==> config.mk <==
export PLATFORM = sky130hd
export DESIGN_NAME = axi_lite_bram_ctrl_flat
export DESIGN_NICKNAME = d
export VERILOG_FILES = /design/src/rtl/axi_lite_bram_ctrl_pkg.sv /design/src/rtl/axi_lite_bram_ctrl_if.sv /design/src/rtl/axi_lite_bram_ctrl.sv /design/src/flat_wrapper.sv
export SDC_FILE = /design/constraint.sdc
export NUM_CORES = 1
export LEC_CHECK = 0
export CAP_MARGIN = 20
export CORE_AREA = 2 2 81 83
export CTS_CLUSTER_SIZE = 10
export DETAILED_ROUTE_END_ITERATION = 12
export DIE_AREA = 0 0 83 85
export DONT_BUFFER_PORTS = 1
export HOLD_SLACK_MARGIN = 0.05
export PLACE_DENSITY = 0.52
export RECOVER_POWER = 50
export SLEW_MARGIN = 15
export SYNTH_ARGS = -nofsm -noshare
export SYNTH_HDL_FRONTEND = slang
export SYNTH_SLANG_ARGS = --single-unit
export TNS_END_PERCENT = 10
==> constraint.sdc <==
create_clock -name s_axi_aclk -period 2.7 [get_ports s_axi_aclk]
set_clock_uncertainty 0.1 [all_clocks]
set_input_delay 0.81 -clock s_axi_aclk [delete_from_list [all_inputs] [get_ports s_axi_aclk]]
set_output_delay 0.81 -clock s_axi_aclk [all_outputs]
set_load 0.01 [all_outputs]
==> src/rtl/axi_lite_bram_ctrl_pkg.sv <==
// Shared types and constants for the AXI4-Lite to BRAM controller.
package bram_ctrl_pkg;

  localparam int STRB_WIDTH = 32 / 8;

  typedef enum logic [1:0] {
    OKAY   = 2'b00,
    SLVERR = 2'b10
  } resp_t;

  typedef enum logic [1:0] {
    IDLE,
    RD_WAIT,
    RD_RESP,
    WR_RESP
  } state_t;

endpackage

==> src/rtl/axi_lite_bram_ctrl_if.sv <==
// AXI4-Lite slave bus bundle (AW, W, B, AR, R channels).
interface axi_lite_bram_ctrl_if #(
  parameter int ADDR_WIDTH = 16,
  parameter int DATA_WIDTH = 32
);
  logic [ADDR_WIDTH-1:0]   s_axi_awaddr;
  logic [2:0]              s_axi_awprot;
  logic                    s_axi_awvalid;
  logic                    s_axi_awready;
  logic [DATA_WIDTH-1:0]   s_axi_wdata;
  logic [DATA_WIDTH/8-1:0] s_axi_wstrb;
  logic                    s_axi_wvalid;
  logic                    s_axi_wready;
  logic [1:0]              s_axi_bresp;
  logic                    s_axi_bvalid;
  logic                    s_axi_bready;
  logic [ADDR_WIDTH-1:0]   s_axi_araddr;
  logic [2:0]              s_axi_arprot;
  logic                    s_axi_arvalid;
  logic                    s_axi_arready;
  logic [DATA_WIDTH-1:0]   s_axi_rdata;
  logic [1:0]              s_axi_rresp;
  logic                    s_axi_rvalid;
  logic                    s_axi_rready;

  modport slave (
    input  s_axi_awaddr, s_axi_awprot, s_axi_awvalid,
    input  s_axi_wdata, s_axi_wstrb, s_axi_wvalid,
    input  s_axi_bready,
    input  s_axi_araddr, s_axi_arprot, s_axi_arvalid,
    input  s_axi_rready,
    output s_axi_awready, s_axi_wready,
    output s_axi_bresp, s_axi_bvalid,
    output s_axi_arready,
    output s_axi_rdata, s_axi_rresp, s_axi_rvalid
  );

  modport master (
    output s_axi_awaddr, s_axi_awprot, s_axi_awvalid,
    output s_axi_wdata, s_axi_wstrb, s_axi_wvalid,
    output s_axi_bready,
    output s_axi_araddr, s_axi_arprot, s_axi_arvalid,
    output s_axi_rready,
    input  s_axi_awready, s_axi_wready,
    input  s_axi_bresp, s_axi_bvalid,
    input  s_axi_arready,
    input  s_axi_rdata, s_axi_rresp, s_axi_rvalid
  );
endinterface

==> src/rtl/axi_lite_bram_ctrl.sv <==
// AXI4-Lite slave serialising single-beat reads/writes onto one BRAM port.
// Optional macro BRAM_CTRL_ADDR_CHECK_EN: accesses at byte address >= MEM_BYTES
// are handshaken normally but skip the BRAM and answer SLVERR (read data 0).
module axi_lite_bram_ctrl
  import bram_ctrl_pkg::*;
#(
  parameter int ADDR_WIDTH   = 16,
  parameter int DATA_WIDTH   = 32,
  parameter int BRAM_LATENCY = 1,
  parameter int MEM_BYTES    = 65536
) (
  input  logic                    s_axi_aclk,
  input  logic                    s_axi_aresetn,
  axi_lite_bram_ctrl_if.slave     axi,
  output logic                    bram_rst_a,
  output logic                    bram_clk_a,
  output logic                    bram_en_a,
  output logic [DATA_WIDTH/8-1:0] bram_we_a,
  output logic [ADDR_WIDTH-1:0]   bram_addr_a,
  output logic [DATA_WIDTH-1:0]   bram_wrdata_a,
  input  logic [DATA_WIDTH-1:0]   bram_rddata_a
);

  localparam logic [1:0]          LAT_LAST  = 2'(BRAM_LATENCY - 1);
  localparam logic [ADDR_WIDTH:0] MEM_LIMIT = (ADDR_WIDTH+1)'(MEM_BYTES);

  state_t                state_q, state_d;
  logic                  last_wr_q, last_wr_d;   // last grant was a write
  logic [1:0]            cnt_q, cnt_d;           // RD_WAIT cycle counter
  logic                  rd_err_q, rd_err_d;     // in-flight read is out of range
  logic [DATA_WIDTH-1:0] rdata_q, rdata_d;
  resp_t                 rresp_q, rresp_d;
  resp_t                 bresp_q, bresp_d;

  logic aw_rdy, w_rdy, ar_rdy;
  logic wr_cand, rd_cand, aw_ok, ar_ok;

  assign bram_rst_a = ~s_axi_aresetn;
  assign bram_clk_a = s_axi_aclk;

  assign wr_cand = axi.s_axi_awvalid && axi.s_axi_wvalid;
  assign rd_cand = axi.s_axi_arvalid;

`ifdef BRAM_CTRL_ADDR_CHECK_EN
  assign aw_ok = ({1'b0, axi.s_axi_awaddr} < MEM_LIMIT);
  assign ar_ok = ({1'b0, axi.s_axi_araddr} < MEM_LIMIT);
`else
  assign aw_ok = 1'b1;
  assign ar_ok = 1'b1;
  logic unused_lim;
  assign unused_lim = ^MEM_LIMIT;
`endif

  // Protection bits and sub-word address bits carry no meaning here.
  logic unused_in;
  assign unused_in = ^{axi.s_axi_awprot, axi.s_axi_arprot,
                       axi.s_axi_awaddr[1:0], axi.s_axi_araddr[1:0]};

  assign axi.s_axi_awready = aw_rdy;
  assign axi.s_axi_wready  = w_rdy;
  assign axi.s_axi_arready = ar_rdy;
  assign axi.s_axi_bvalid  = (state_q == WR_RESP);
  assign axi.s_axi_bresp   = bresp_q;
  assign axi.s_axi_rvalid  = (state_q == RD_RESP);
  assign axi.s_axi_rresp   = rresp_q;
  assign axi.s_axi_rdata   = rdata_q;

  // State and response registers; reset abandons any transaction in flight.
  always_ff @(posedge s_axi_aclk or negedge s_axi_aresetn) begin
    if (!s_axi_aresetn) begin
      state_q   <= IDLE;
      last_wr_q <= 1'b1;
      cnt_q     <= '0;
      rd_err_q  <= 1'b0;
      rdata_q   <= '0;
      rresp_q   <= OKAY;
      bresp_q   <= OKAY;
    end else begin
      state_q   <= state_d;
      last_wr_q <= last_wr_d;
      cnt_q     <= cnt_d;
      rd_err_q  <= rd_err_d;
      rdata_q   <= rdata_d;
      rresp_q   <= rresp_d;
      bresp_q   <= bresp_d;
    end
  end

  // Arbitration, grant-cycle BRAM drive and next-state logic.
  always_comb begin
    state_d       = state_q;
    last_wr_d     = last_wr_q;
    cnt_d         = cnt_q;
    rd_err_d      = rd_err_q;
    rdata_d       = rdata_q;
    rresp_d       = rresp_q;
    bresp_d       = bresp_q;
    aw_rdy        = 1'b0;
    w_rdy         = 1'b0;
    ar_rdy        = 1'b0;
    bram_en_a     = 1'b0;
    bram_we_a     = '0;
    bram_addr_a   = '0;
    bram_wrdata_a = '0;
    case (state_q)
      IDLE: begin
        // Gating on reset keeps the combinational grant quiet while held in reset.
        if (s_axi_aresetn) begin
          if (rd_cand && (!wr_cand || last_wr_q)) begin
            ar_rdy    = 1'b1;
            last_wr_d = 1'b0;
            cnt_d     = '0;
            rd_err_d  = !ar_ok;
            state_d   = RD_WAIT;
            if (ar_ok) begin
              bram_en_a   = 1'b1;
              bram_addr_a = {axi.s_axi_araddr[ADDR_WIDTH-1:2], 2'b00};
            end
          end else if (wr_cand) begin
            aw_rdy    = 1'b1;
            w_rdy     = 1'b1;
            last_wr_d = 1'b1;
            bresp_d   = aw_ok ? OKAY : SLVERR;
            state_d   = WR_RESP;
            if (aw_ok) begin
              bram_en_a     = 1'b1;
              bram_we_a     = axi.s_axi_wstrb;
              bram_addr_a   = {axi.s_axi_awaddr[ADDR_WIDTH-1:2], 2'b00};
              bram_wrdata_a = axi.s_axi_wdata;
            end
          end
        end
      end
      RD_WAIT: begin
        if (cnt_q == LAT_LAST) begin
          rdata_d = rd_err_q ? '0 : bram_rddata_a;
          rresp_d = rd_err_q ? SLVERR : OKAY;
          state_d = RD_RESP;
        end else begin
          cnt_d = cnt_q + 2'd1;
        end
      end
      RD_RESP: if (axi.s_axi_rready) state_d = IDLE;
      WR_RESP: if (axi.s_axi_bready) state_d = IDLE;
      default: state_d = IDLE;
    endcase
  end

endmodule

==> src/flat_wrapper.sv <==
// flat-port wrapper written by rule: the top's interface ports become plain ports
module axi_lite_bram_ctrl_flat import bram_ctrl_pkg::*;
#(
  parameter int ADDR_WIDTH   = 16,
  parameter int DATA_WIDTH   = 32,
  parameter int BRAM_LATENCY = 1,
  parameter int MEM_BYTES    = 65536
)
  (s_axi_aclk, s_axi_aresetn, bram_rst_a, bram_clk_a, bram_en_a, bram_we_a, bram_addr_a, bram_wrdata_a, bram_rddata_a, axi_s_axi_awaddr, axi_s_axi_awprot, axi_s_axi_awvalid, axi_s_axi_wdata, axi_s_axi_wstrb, axi_s_axi_wvalid, axi_s_axi_bready, axi_s_axi_araddr, axi_s_axi_arprot, axi_s_axi_arvalid, axi_s_axi_rready, axi_s_axi_awready, axi_s_axi_wready, axi_s_axi_bresp, axi_s_axi_bvalid, axi_s_axi_arready, axi_s_axi_rdata, axi_s_axi_rresp, axi_s_axi_rvalid);
  axi_lite_bram_ctrl_if #(.ADDR_WIDTH(ADDR_WIDTH), .DATA_WIDTH(DATA_WIDTH)) axi_i ();
  input  logic s_axi_aclk;
  input  logic s_axi_aresetn;
  output logic bram_rst_a;
  output logic bram_clk_a;
  output logic bram_en_a;
  output logic [DATA_WIDTH/8-1:0] bram_we_a;
  output logic [ADDR_WIDTH-1:0] bram_addr_a;
  output logic [DATA_WIDTH-1:0] bram_wrdata_a;
  input  logic [DATA_WIDTH-1:0] bram_rddata_a;
  input wire logic [$bits(axi_i.s_axi_awaddr)-1:0] axi_s_axi_awaddr;
  input wire logic [$bits(axi_i.s_axi_awprot)-1:0] axi_s_axi_awprot;
  input wire logic [$bits(axi_i.s_axi_awvalid)-1:0] axi_s_axi_awvalid;
  input wire logic [$bits(axi_i.s_axi_wdata)-1:0] axi_s_axi_wdata;
  input wire logic [$bits(axi_i.s_axi_wstrb)-1:0] axi_s_axi_wstrb;
  input wire logic [$bits(axi_i.s_axi_wvalid)-1:0] axi_s_axi_wvalid;
  input wire logic [$bits(axi_i.s_axi_bready)-1:0] axi_s_axi_bready;
  input wire logic [$bits(axi_i.s_axi_araddr)-1:0] axi_s_axi_araddr;
  input wire logic [$bits(axi_i.s_axi_arprot)-1:0] axi_s_axi_arprot;
  input wire logic [$bits(axi_i.s_axi_arvalid)-1:0] axi_s_axi_arvalid;
  input wire logic [$bits(axi_i.s_axi_rready)-1:0] axi_s_axi_rready;
  output wire logic [$bits(axi_i.s_axi_awready)-1:0] axi_s_axi_awready;
  output wire logic [$bits(axi_i.s_axi_wready)-1:0] axi_s_axi_wready;
  output wire logic [$bits(axi_i.s_axi_bresp)-1:0] axi_s_axi_bresp;
  output wire logic [$bits(axi_i.s_axi_bvalid)-1:0] axi_s_axi_bvalid;
  output wire logic [$bits(axi_i.s_axi_arready)-1:0] axi_s_axi_arready;
  output wire logic [$bits(axi_i.s_axi_rdata)-1:0] axi_s_axi_rdata;
  output wire logic [$bits(axi_i.s_axi_rresp)-1:0] axi_s_axi_rresp;
  output wire logic [$bits(axi_i.s_axi_rvalid)-1:0] axi_s_axi_rvalid;
  assign axi_i.s_axi_awaddr = axi_s_axi_awaddr;
  assign axi_i.s_axi_awprot = axi_s_axi_awprot;
  assign axi_i.s_axi_awvalid = axi_s_axi_awvalid;
  assign axi_i.s_axi_wdata = axi_s_axi_wdata;
  assign axi_i.s_axi_wstrb = axi_s_axi_wstrb;
  assign axi_i.s_axi_wvalid = axi_s_axi_wvalid;
  assign axi_i.s_axi_bready = axi_s_axi_bready;
  assign axi_i.s_axi_araddr = axi_s_axi_araddr;
  assign axi_i.s_axi_arprot = axi_s_axi_arprot;
  assign axi_i.s_axi_arvalid = axi_s_axi_arvalid;
  assign axi_i.s_axi_rready = axi_s_axi_rready;
  assign axi_s_axi_awready = axi_i.s_axi_awready;
  assign axi_s_axi_wready = axi_i.s_axi_wready;
  assign axi_s_axi_bresp = axi_i.s_axi_bresp;
  assign axi_s_axi_bvalid = axi_i.s_axi_bvalid;
  assign axi_s_axi_arready = axi_i.s_axi_arready;
  assign axi_s_axi_rdata = axi_i.s_axi_rdata;
  assign axi_s_axi_rresp = axi_i.s_axi_rresp;
  assign axi_s_axi_rvalid = axi_i.s_axi_rvalid;
  axi_lite_bram_ctrl #(.ADDR_WIDTH(ADDR_WIDTH), .DATA_WIDTH(DATA_WIDTH), .BRAM_LATENCY(BRAM_LATENCY), .MEM_BYTES(MEM_BYTES)) u_core (.s_axi_aclk(s_axi_aclk), .s_axi_aresetn(s_axi_aresetn), .axi(axi_i), .bram_rst_a(bram_rst_a), .bram_clk_a(bram_clk_a), .bram_en_a(bram_en_a), .bram_we_a(bram_we_a), .bram_addr_a(bram_addr_a), .bram_wrdata_a(bram_wrdata_a), .bram_rddata_a(bram_rddata_a));
endmodule
Word-level counts from Yosys, hierarchy flattened. Index checks and enable logic that the tools add are counted.

Bits in registers: 37. Input port bits: 113. Output and inout bits: 96. Word-level logic and storage cells: 63.

$add $sub $neg: 1. Equal/unequal tests: 10. Multiplexer cells: 35. Bitwise operators: 1. Reduce and logical (&&, ||, !) cells: 12.

Operator list (count): $mux W32 (4); $mux W16 (4); $mux W2 (9); $mux W4 (4); $mux W1 (12); $ne A2 B2 Y1 const B (4); $pmux W2 S4 (1); $reduce_and A5 Y1 (1); $eq A2 B2 Y1 const B (2); $logic_not A2 Y1 (2); $ne A2 B1 Y1 const B (2); $pmux W2 S2 (1); $reduce_and A4 Y1 (1); $reduce_bool A2 Y1 (2); $ne A3 B1 Y1 const B (1); $reduce_and A3 Y1 (1); $add A2 B1 Y2 const B (1); $eq A2 B1 Y1 const B (1); $logic_and A1 B1 Y1 (2); $reduce_and A2 Y1 (1); $logic_not A1 Y1 (1); $logic_or A1 B1 Y1 (1); $not A1 Y1 (1).

Depth between registers and ports, before layout. Gate-level depths: netlist of the first run.

Word-level depth: 7. Depth in mapped cells: 6. Mapped depth without buffers: 5.

==> results of run 1 <==
## power groups by stage
stage / Combinational [mW] / Sequential (mW) / Clock (mW)
2_1_floorplan: 0.743 / 1.10 / 0.0305
3_5_place_dp: 0.882 / 1.17 / 0
6_report: 0.857 / 1.16 / 0.427
4_1_cts: 0.879 / 1.17 / 0.444
3_3_place_gp: 0.859 / 1.18 / 0
5_1_grt: 0.951 / 1.20 / 0.471
## final cells by class
class / count / share of cell area
clock buffer: 7 / 0.03947
clock inverter: 1 / 0.003588
inverter: 18 / 0.02768
multi-input combinational: 129 / 0.4587
sequential: 37 / 0.3798
tap: 77 / 0.03947
timing repair buffer: 16 / 0.05126
## synth_stat cells
master and count:
buf_4 11, dfstp_2 1, and2_4 1, o31a_1 1, buf_2 8, nor3b_2 1, nor3b_1 1, a31o_2 1
inv_1 18, mux2_2 32, o21bai_1 1, nand3b_4 1, nand3b_1 1, o21ai_0 1, ha_1 1, nand3_1 1
o41ai_1 4, dfrtp_1 36, nand2_1 3, nor2b_1 3, a21oi_1 2, a211oi_2 1, nand2b_1 3, and2_1 37
clkbuf_1 4, buf_6 2, nand4b_4 1, o31ai_1 1, o41ai_2 10, conb_1 1, nand4_1 14, and3_1 1
## routing by layer
| layer | vias up | global-route usage |
|---|---|---|
| li1 | 692 | - |
| met1 | 740 | 0.1690 |
| met2 | 116 | 0.2441 |
| met3 | 8 | 0.07296 |
| met4 | 0 | 0.04471 |
| met5 | - | 0 |
## worst min path at each step
stage / startpoint / to / slack [ns] / depth (start not counted)
2_1_floorplan: u_core.last_wr_q / u_core.last_wr_q / 0.36 / 2
5_1_grt: s_axi_aresetn / u_core.axi.s_axi_rdata[12] / 0.09 / 0
3_3_place_gp: u_core.last_wr_q / u_core.last_wr_q / 0.37 / 2
3_5_place_dp: u_core.last_wr_q / u_core.last_wr_q / 0.38 / 2
4_1_cts: s_axi_aresetn / u_core.axi.s_axi_rdata[5] / 0.10 / 0
6_report: s_axi_aresetn / u_core.axi.s_axi_rdata[22] / 0.12 / 0
## cell families after synthesis
| group | after synthesis | synth area share |
|---|---|---|
| compound gates | 22 | 0.1146 |
| fa+ha+maj | 1 | 0.005564 |
| buf+inv | 43 | 0.1013 |
| flops | 37 | 0.4124 |
| mux | 32 | 0.1603 |
| other cells | 1 | 0.001668 |
| simple gates | 68 | 0.2042 |
## registers in the layout (all words and copies together) (netlist names)
name,count
u_core.cnt_q,2
u_core.state_q,2
u_core.axi.s_axi_rdata,32
u_core.last_wr_q,1
## stage by stage
step | instances | power (mW)
after global routing | 285 | 2.622
after CTS | 285 | 2.492
after detailed placement | 277 | 2.055
after floorplan | 209 | 1.875
final | 285 | 2.442
after global placement | 277 | 2.035
==> flow_summary.yaml, run 1 <==
detailed_routing:
  drtIter0Drc: 56
  ant_nets: 0
  viasPerCell: 5.460
  wl_met3_um: 681
  drc: 0
  top_layer_used: "met4"
  routed_wl_um: 5471
  avgRoutedWirePerCell_um: 19.20
  dr_wl_met2_um: 2801
  num_vias: 1556
  dr.pass1.iters: 4
  wl_met1_um: 1920
timing:
  setup_ws_ns: 0.1048
  timing.final.crit_share: 0.9612
  fmax_ghz: 0.3853
  final_max_slew_viol_count: 0
  max_slew.worst_pin.slew_ns: 0.6338
  slew_headroom: 0.5775
  min_period_ns: 2.595
  rsz0062_at_grt: "false"
  hold_slack_ns: 0.1154
  setup-tns-final_ns: 0
  finalSetupViolCount: 0
  finalHoldViolations: 0
synthesis:
  synth.distinct_cells: 32
  yosys_warnings: 0
  syn_avg_cell_area_sq_um: 11.02
  synthCells: 204
  ys_ff_latch: 37
  synth_area_leaders: "dfrtp_1 40%, mux2_2 16%, and2_1 10%"
  synth.top_cell.area_share: 0.4007
  netlist_area_sq_um: 2248
  yosys.area.top_type: "dfrtp_1"
  yosysSeqAreaShare: 0.4124
layout:
  drive_above_1_share: 0.3413
  diodes: 0
  final_common_cell: "and2_1"
  final_nets: 321
  multi_input_area_sq_um: 1120
  final_cell_mix: "37 x and2_1, 36 x dfrtp_1, 32 x mux2_2"
  area_growth_pct: 8.570
  fin_area_sq_um: 2441
  seqCellArea_sq_um: 927.1
  num-fill-cells: 614
  fin_util: 0.3934
power:
  pwr-share-clk: 0.175
  switching_share: 0.3673
  pwr-share-comb: 0.351
  p_leak_nw: 1.107
  max-vdd-ir-drop_mv: 0.5568
  power.density_nw_per_um2: 1001
  p_seq_frac: 0.475
  power.internal_mw: 1.545
  switchingPower_mw: 0.8971
grt:
  gr-total-overflow: 0
  grt_max_degree: 41
  grt_pass1_wl_um: 8383
  grt.total_usage: 0.1475
  grt_pass1_vias: 1575
  grt_antenna_before_repair: 0
worst_setup_path:
  cp_cell_sequence: "nand4b_4 -> a211oi_4 -> buf_12 -> and2_1"
  r2r_slack_ns: 0.71
  crit_family: "simple AND/OR/NAND/NOR gates"
  setup.worst_path.start: "axi_s_axi_awvalid"
  cp_slowest_cell: "a211oi_4"
  critPathRequiredTime_ns: 1.79
  path_max_fanout: 36
  r2r_end: "u_core.axi.s_axi_rdata[17]"
  cp-start-kind: "input port"
  crit_buf_inv: 1
  cp.depth: 4
  criticalPathCategory: "input port to output pin"
  crit_end: "bram_wrdata_a[31]"
  cpPeakStageDelay_ns: 0.33
  r2r-start: "u_core.state_q[0]"
  reg2regPathDepth: 4
  critPathCaptureType: "output pin"
  crit_arrival_ns: 1.69
die:
  initial_utilization: 0.3624
  core_sq_um: 6205
  rows: 29
  fp.dieH_um: 85
  die_w_um: 83
  die_area_sq_um: 7055
  num_io_pins: 209
clock_network:
  cts_root_buffer: "clkbuf_8"
  cts_resized: 0
  postCtsHoldBufs: 0
  clkTransAtPathRegs_ns: 0.08
  cts_buffers: 5
  worstSkewPairLatency_ns: 0.27
  clkSinkCount: 37
  clockBufferDepth: 2
  cts_tree: "done"
  post_cts_buffers: 0
  h-tree-depth: 2
hold_path:
  hp-class: "input port to asynchronous set/reset pin"
place:
  place_ws_ns: 0.1045
  place_hpwl_um: 4308
  gp_congestion: 0.7208
  portBuffers: 0
  place_area_sq_um: 2344
outcome:
  status: "finished, final reports clean"
flow_run:
  maxCapViolCount: 0
Note: power is estimated with default switching activity, not from simulation.
==> run 2, diff against run 1 <==
--- a/config.mk
+++ b/config.mk
@@ -13,7 +13,6 @@
 export DONT_BUFFER_PORTS = 1
 export HOLD_SLACK_MARGIN = 0.05
 export PLACE_DENSITY = 0.52
-export RECOVER_POWER = 50
 export SLEW_MARGIN = 15
 export SYNTH_ARGS = -nofsm -noshare
 export SYNTH_HDL_FRONTEND = slang
==> constraint.sdc (replaced) <==
create_clock -name s_axi_aclk -period 2.4 [get_ports s_axi_aclk]
set_clock_uncertainty 0.1 [all_clocks]
set_input_delay 0.72 -clock s_axi_aclk [delete_from_list [all_inputs] [get_ports s_axi_aclk]]
set_output_delay 0.72 -clock s_axi_aclk [all_outputs]
set_load 0.01 [all_outputs]
==> flow_summary.yaml, run 2 (synthesis gave the netlist of run 1 again) <==
detailed_routing:
  drtIter0Drc: 32
  viasPerCell: 5.470
  avgRoutedWirePerCell_um: 18.24
  ant_nets: 0
  routed_wl_um: 5236
  dr.pass1.iters: 4
  drc: 0
  num_vias: 1570
layout:
  num-fill-cells: 597
  final_nets: 324
  diodes: 0
  largest_reg_flops: 32
  drive_above_1_share: 0.3810
  final_common_cell: "dfrtp_1"
  final_cell_mix: "36 x dfrtp_1, 35 x and2_1, 32 x mux2_2"
  area_growth_pct: 18.14
clock_network:
  h-tree-depth: 2
  clockBufferDepth: 2
  cts_buffers: 5
  cts_tree: "done"
  worstSkewPairLatency_ns: 0.28
  cts_root_buffer: "clkbuf_8"
  clkSinkCount: 37
  clkTransAtPathRegs_ns: 0.07
die:
  core_sq_um: 6205
  num_io_pins: 209
  fp.dieH_um: 85
  rows: 29
  initial_utilization: 0.3624
  die_w_um: 83
  die_area_sq_um: 7055
place:
  portBuffers: 0
  place_ws_ns: 0.05167
  place_hpwl_um: 4065
  gp_congestion: 0.7012
worst_setup_path:
  r2r-start: "u_core.state_q[0]"
  critPathRequiredTime_ns: 1.58
  crit_arrival_ns: 1.56
  cp-start-kind: "flop"
  path_max_fanout: 5
  setup.worst_path.start: "u_core.last_wr_q"
  critPathCaptureType: "output pin"
  criticalPathCategory: "flop to output pin"
grt:
  grt_antenna_before_repair: 0
  grt_max_degree: 39
  grt_pass1_vias: 1558
  grt.total_usage: 0.1371
  gr-total-overflow: 0
  grt_pass1_wl_um: 7845
timing:
  timing.final.crit_share: 0.9926
  fmax_ghz: 0.4198
  min_period_ns: 2.382
  final_max_slew_viol_count: 0
  setup_ws_ns: 0.01787
  finalSetupViolCount: 0
  finalHoldViolations: 0
  rsz0062_at_grt: "true"
  hold_slack_ns: 0.1647
outcome:
  status: "finished, final reports clean"
hold_path:
  hp-class: "input port to asynchronous set/reset pin"
power:
  p_leak_nw: 1.238
  power.density_nw_per_um2: 1082
  max-vdd-ir-drop_mv: 0.4422
flow_run:
  maxCapViolCount: 0
==> run 2: changes by cell type in the layout (fill, tap and decap cells not counted), moves of 3 or more <==
cell / change
o41ai_4: +10
o41ai_2: -8
buf_12: +4
buf_4: -3
buf_6: +3
==> run 2: where the power goes <==
group	internal (mW)	leakage, nW	switching, mW
combinational	0.606	0.760	0.539
clock	0.227	0.0433	0.203
sequential	0.952	0.435	0.347
total	1.78	1.24	1.09
==> run 2: final cells by class <==
| cell class | instances | area, sq um | share of cell area |
|---|---|---|---|
| Inverter | 18 | 67.56 | 0.02544 |
| Clock buffer | 6 | 82.58 | 0.03109 |
| Timing Repair Buffer | 19 | 214.0 | 0.08055 |
| Sequential cell | 37 | 927.1 | 0.3490 |
| Tap cell | 77 | 96.34 | 0.03627 |
| Multi-Input combinational cell | 129 | 1261 | 0.4748 |
| Clock inverter | 1 | 7.507 | 0.002826 |
==> run 2: critical path, stage by stage, from the launching register on <==
cell	delay (ns)
dfstp_2	0.38
nand3b_4	0.18
and2_4	0.20
o41ai_1	0.34
buf_4	0.19
==> run 2: metrics by stage <==
step	instance area [sq um]	total power [mW]	utilization	std cells	TNS, ns
finish	2656	2.873	0.4281	287	0
global placement	2474	2.322	0.3987	276	0
floorplan	2380	2.174	-	209	-1.203
detailed placement	2474	2.391	0.3987	276	0
global route	2656	3.069	0.4281	287	-1.830
CTS	2646	2.922	0.4265	287	-0.001815
==> run 2: timing repair <==
item                                    CTS  global route
setup buffers                             2             0
hold buffers                              1             0
endpoints found under the setup margin    4            53
hold endpoints to repair                 36             0
pin swaps                                 1            22
gates resized for setup                   7             2
gates cloned                              1             0
==> run 2: layer usage <==
layer | GRT usage | vias to the layer above | wire length, um
met5 | 0 | - | 0
met4 | 0.05216 | 0 | 86
met3 | 0.03696 | 11 | 375
met2 | 0.2515 | 97 | 2936
met1 | 0.1515 | 760 | 1838
li1 | - | 702 | -
==> run 2: final timing paths <==
check	slack, ns	cells past startpoint	endpoint
worst min register to register	0.40	2	u_core.last_wr_q
worst min-delay path	0.16	1	u_core.axi.s_axi_rdata[17]
min in group s_axi_aclk	0.40	2	u_core.last_wr_q
worst max-delay path	0.02	4	bram_addr_a[7]
max in group asynchronous	1.85	1	u_core.axi.s_axi_rdata[24]
worst max register to register	0.60	4	u_core.axi.s_axi_rdata[27]
==> run 3, diff against run 2 <==
==> constraint.sdc (replaced) <==
create_clock -name s_axi_aclk -period 3.1 [get_ports s_axi_aclk]
set_clock_uncertainty 0.1 [all_clocks]
set_input_delay 0.93 -clock s_axi_aclk [delete_from_list [all_inputs] [get_ports s_axi_aclk]]
set_output_delay 0.93 -clock s_axi_aclk [all_outputs]
set_load 0.01 [all_outputs]
==> flow_summary.yaml, run 3 (synthesis gave the netlist of run 1 again) <==
power:
  p_seq_frac: 0.490
  power.internal_mw: 1.282
  pwr-share-comb: 0.355
  p_leak_nw: 1.079
  switchingPower_mw: 0.7827
  max-vdd-ir-drop_mv: 0.5653
  power.density_nw_per_um2: 864.5
  switching_share: 0.3791
  pwr-share-clk: 0.155
clock_network:
  clockBufferDepth: 2
  cts_resized: 0
  post_cts_buffers: 0
  clkTransAtPathRegs_ns: 0.07
  worstSkewPairLatency_ns: 0.28
  cts_tree: "done"
  cts_root_buffer: "clkbuf_8"
  h-tree-depth: 2
  cts_buffers: 5
  clkSinkCount: 37
  postCtsHoldBufs: 0
hold_path:
  hp-class: "input port to asynchronous set/reset pin"
worst_setup_path:
  critPathRequiredTime_ns: 2.07
  crit_family: "compound AO/OA/AOI/OAI gates"
  criticalPathCategory: "input port to output pin"
  cp_slowest_cell: "a211oi_4"
  cp_cell_sequence: "nand3b_4 -> a211oi_4 -> buf_12 -> and2_1"
  r2r_slack_ns: 1.24
  path_max_fanout: 36
  reg2regPathDepth: 5
  r2r-start: "u_core.state_q[0]"
  critPathCaptureType: "output pin"
  r2r_end: "u_core.cnt_q[0]"
  crit_end: "bram_wrdata_a[18]"
  crit_arrival_ns: 1.85
  cpPeakStageDelay_ns: 0.36
  crit_buf_inv: 1
  cp-start-kind: "input port"
  setup.worst_path.start: "axi_s_axi_awvalid"
  cp.depth: 4
layout:
  largest_reg_flops: 32
  seqCellArea_sq_um: 927.1
  num-fill-cells: 642
  area_growth_pct: 6.233
  final_nets: 316
  fin_area_sq_um: 2389
  multi_input_area_sq_um: 1120
  diodes: 0
  drive_above_1_share: 0.3300
  final_common_cell: "and2_1"
  final_cell_mix: "37 x and2_1, 36 x dfrtp_1, 32 x mux2_2"
timing:
  finalSetupViolCount: 0
  final_max_slew_viol_count: 0
  rsz0062_at_grt: "false"
  finalHoldViolations: 0
  fmax_ghz: 0.3474
  setup-tns-final_ns: 0
  timing.final.crit_share: 0.9285
  hold_slack_ns: 0.2321
  min_period_ns: 2.878
  setup_ws_ns: 0.2216
detailed_routing:
  drc: 0
  viasPerCell: 5.500
  ant_nets: 0
  dr.pass1.iters: 4
  avgRoutedWirePerCell_um: 20.19
  drtIter0Drc: 61
  num_vias: 1540
  routed_wl_um: 5653
die:
  num_io_pins: 209
  initial_utilization: 0.3624
  die_w_um: 83
  die_area_sq_um: 7055
  rows: 29
  core_sq_um: 6205
  fp.dieH_um: 85
grt:
  grt_antenna_before_repair: 0
  grt_pass1_wl_um: 8556
  grt.total_usage: 0.1525
  grt_max_degree: 41
  grt_pass1_vias: 1585
  gr-total-overflow: 0
flow_run:
  maxCapViolCount: 0
place:
  portBuffers: 0
  gp_congestion: 0.7031
  place_ws_ns: 0.2141
  place_hpwl_um: 4340
  place_area_sq_um: 2306
outcome:
  status: "finished, final reports clean"
## run 3: layer usage
| metal | routed length [um] | track usage | up-vias |
|---|---|---|---|
| met5 | 0 | 0 | - |
| met4 | 94 | 0.05067 | 0 |
| met3 | 618 | 0.06323 | 9 |
| met2 | 2812 | 0.2544 | 102 |
| met1 | 2127 | 0.1791 | 738 |
| li1 | - | - | 691 |
## run 3: worst min path at each step
stage | to | startpoint | cells past startpoint
2_1_floorplan | u_core.last_wr_q | u_core.last_wr_q | 2
3_3_place_gp | u_core.last_wr_q | u_core.last_wr_q | 2
3_5_place_dp | u_core.last_wr_q | u_core.last_wr_q | 2
4_1_cts | u_core.axi.s_axi_rdata[28] | s_axi_aresetn | 0
5_1_grt | u_core.axi.s_axi_rdata[28] | s_axi_aresetn | 0
6_report | u_core.axi.s_axi_rdata[5] | s_axi_aresetn | 0
## run 3: layout make-up
| class | instances | area share |
|---|---|---|
| Clock buffer | 6 | 0.03038 |
| Clock inverter | 2 | 0.004191 |
| Multi-Input combinational cell | 129 | 0.4688 |
| Sequential cell | 37 | 0.3882 |
| Inverter | 18 | 0.02829 |
| Timing Repair Buffer | 11 | 0.03981 |
| Tap cell | 77 | 0.04034 |
## run 3: power groups by stage
stage / sequential, mW / combinational [mW] / clock [mW]
final: 1.01 / 0.732 / 0.321
after global routing: 1.04 / 0.806 / 0.356
after CTS: 1.02 / 0.740 / 0.332
after detailed placement: 1.02 / 0.739 / 0
after global placement: 1.02 / 0.722 / 0
after floorplan: 0.959 / 0.647 / 0.0266
## run 3: through the flow
step,cells,util,power (mW)
2_1_floorplan,209,-,1.633
3_3_place_gp,272,0.3716,1.744
3_5_place_dp,272,0.3716,1.763
4_1_cts,280,0.3850,2.090
5_1_grt,280,0.3850,2.206
6_report,280,0.3850,2.065
## run 3: worst reg2reg max path, delay by kind of cell (launching register included)
family                 cells  cell delay [ns]
buffers and inverters      2             0.45
flip-flops                 1             0.38
AND/OR/NAND/NOR            2             0.66
AO/OA/AOI/OAI              1             0.14
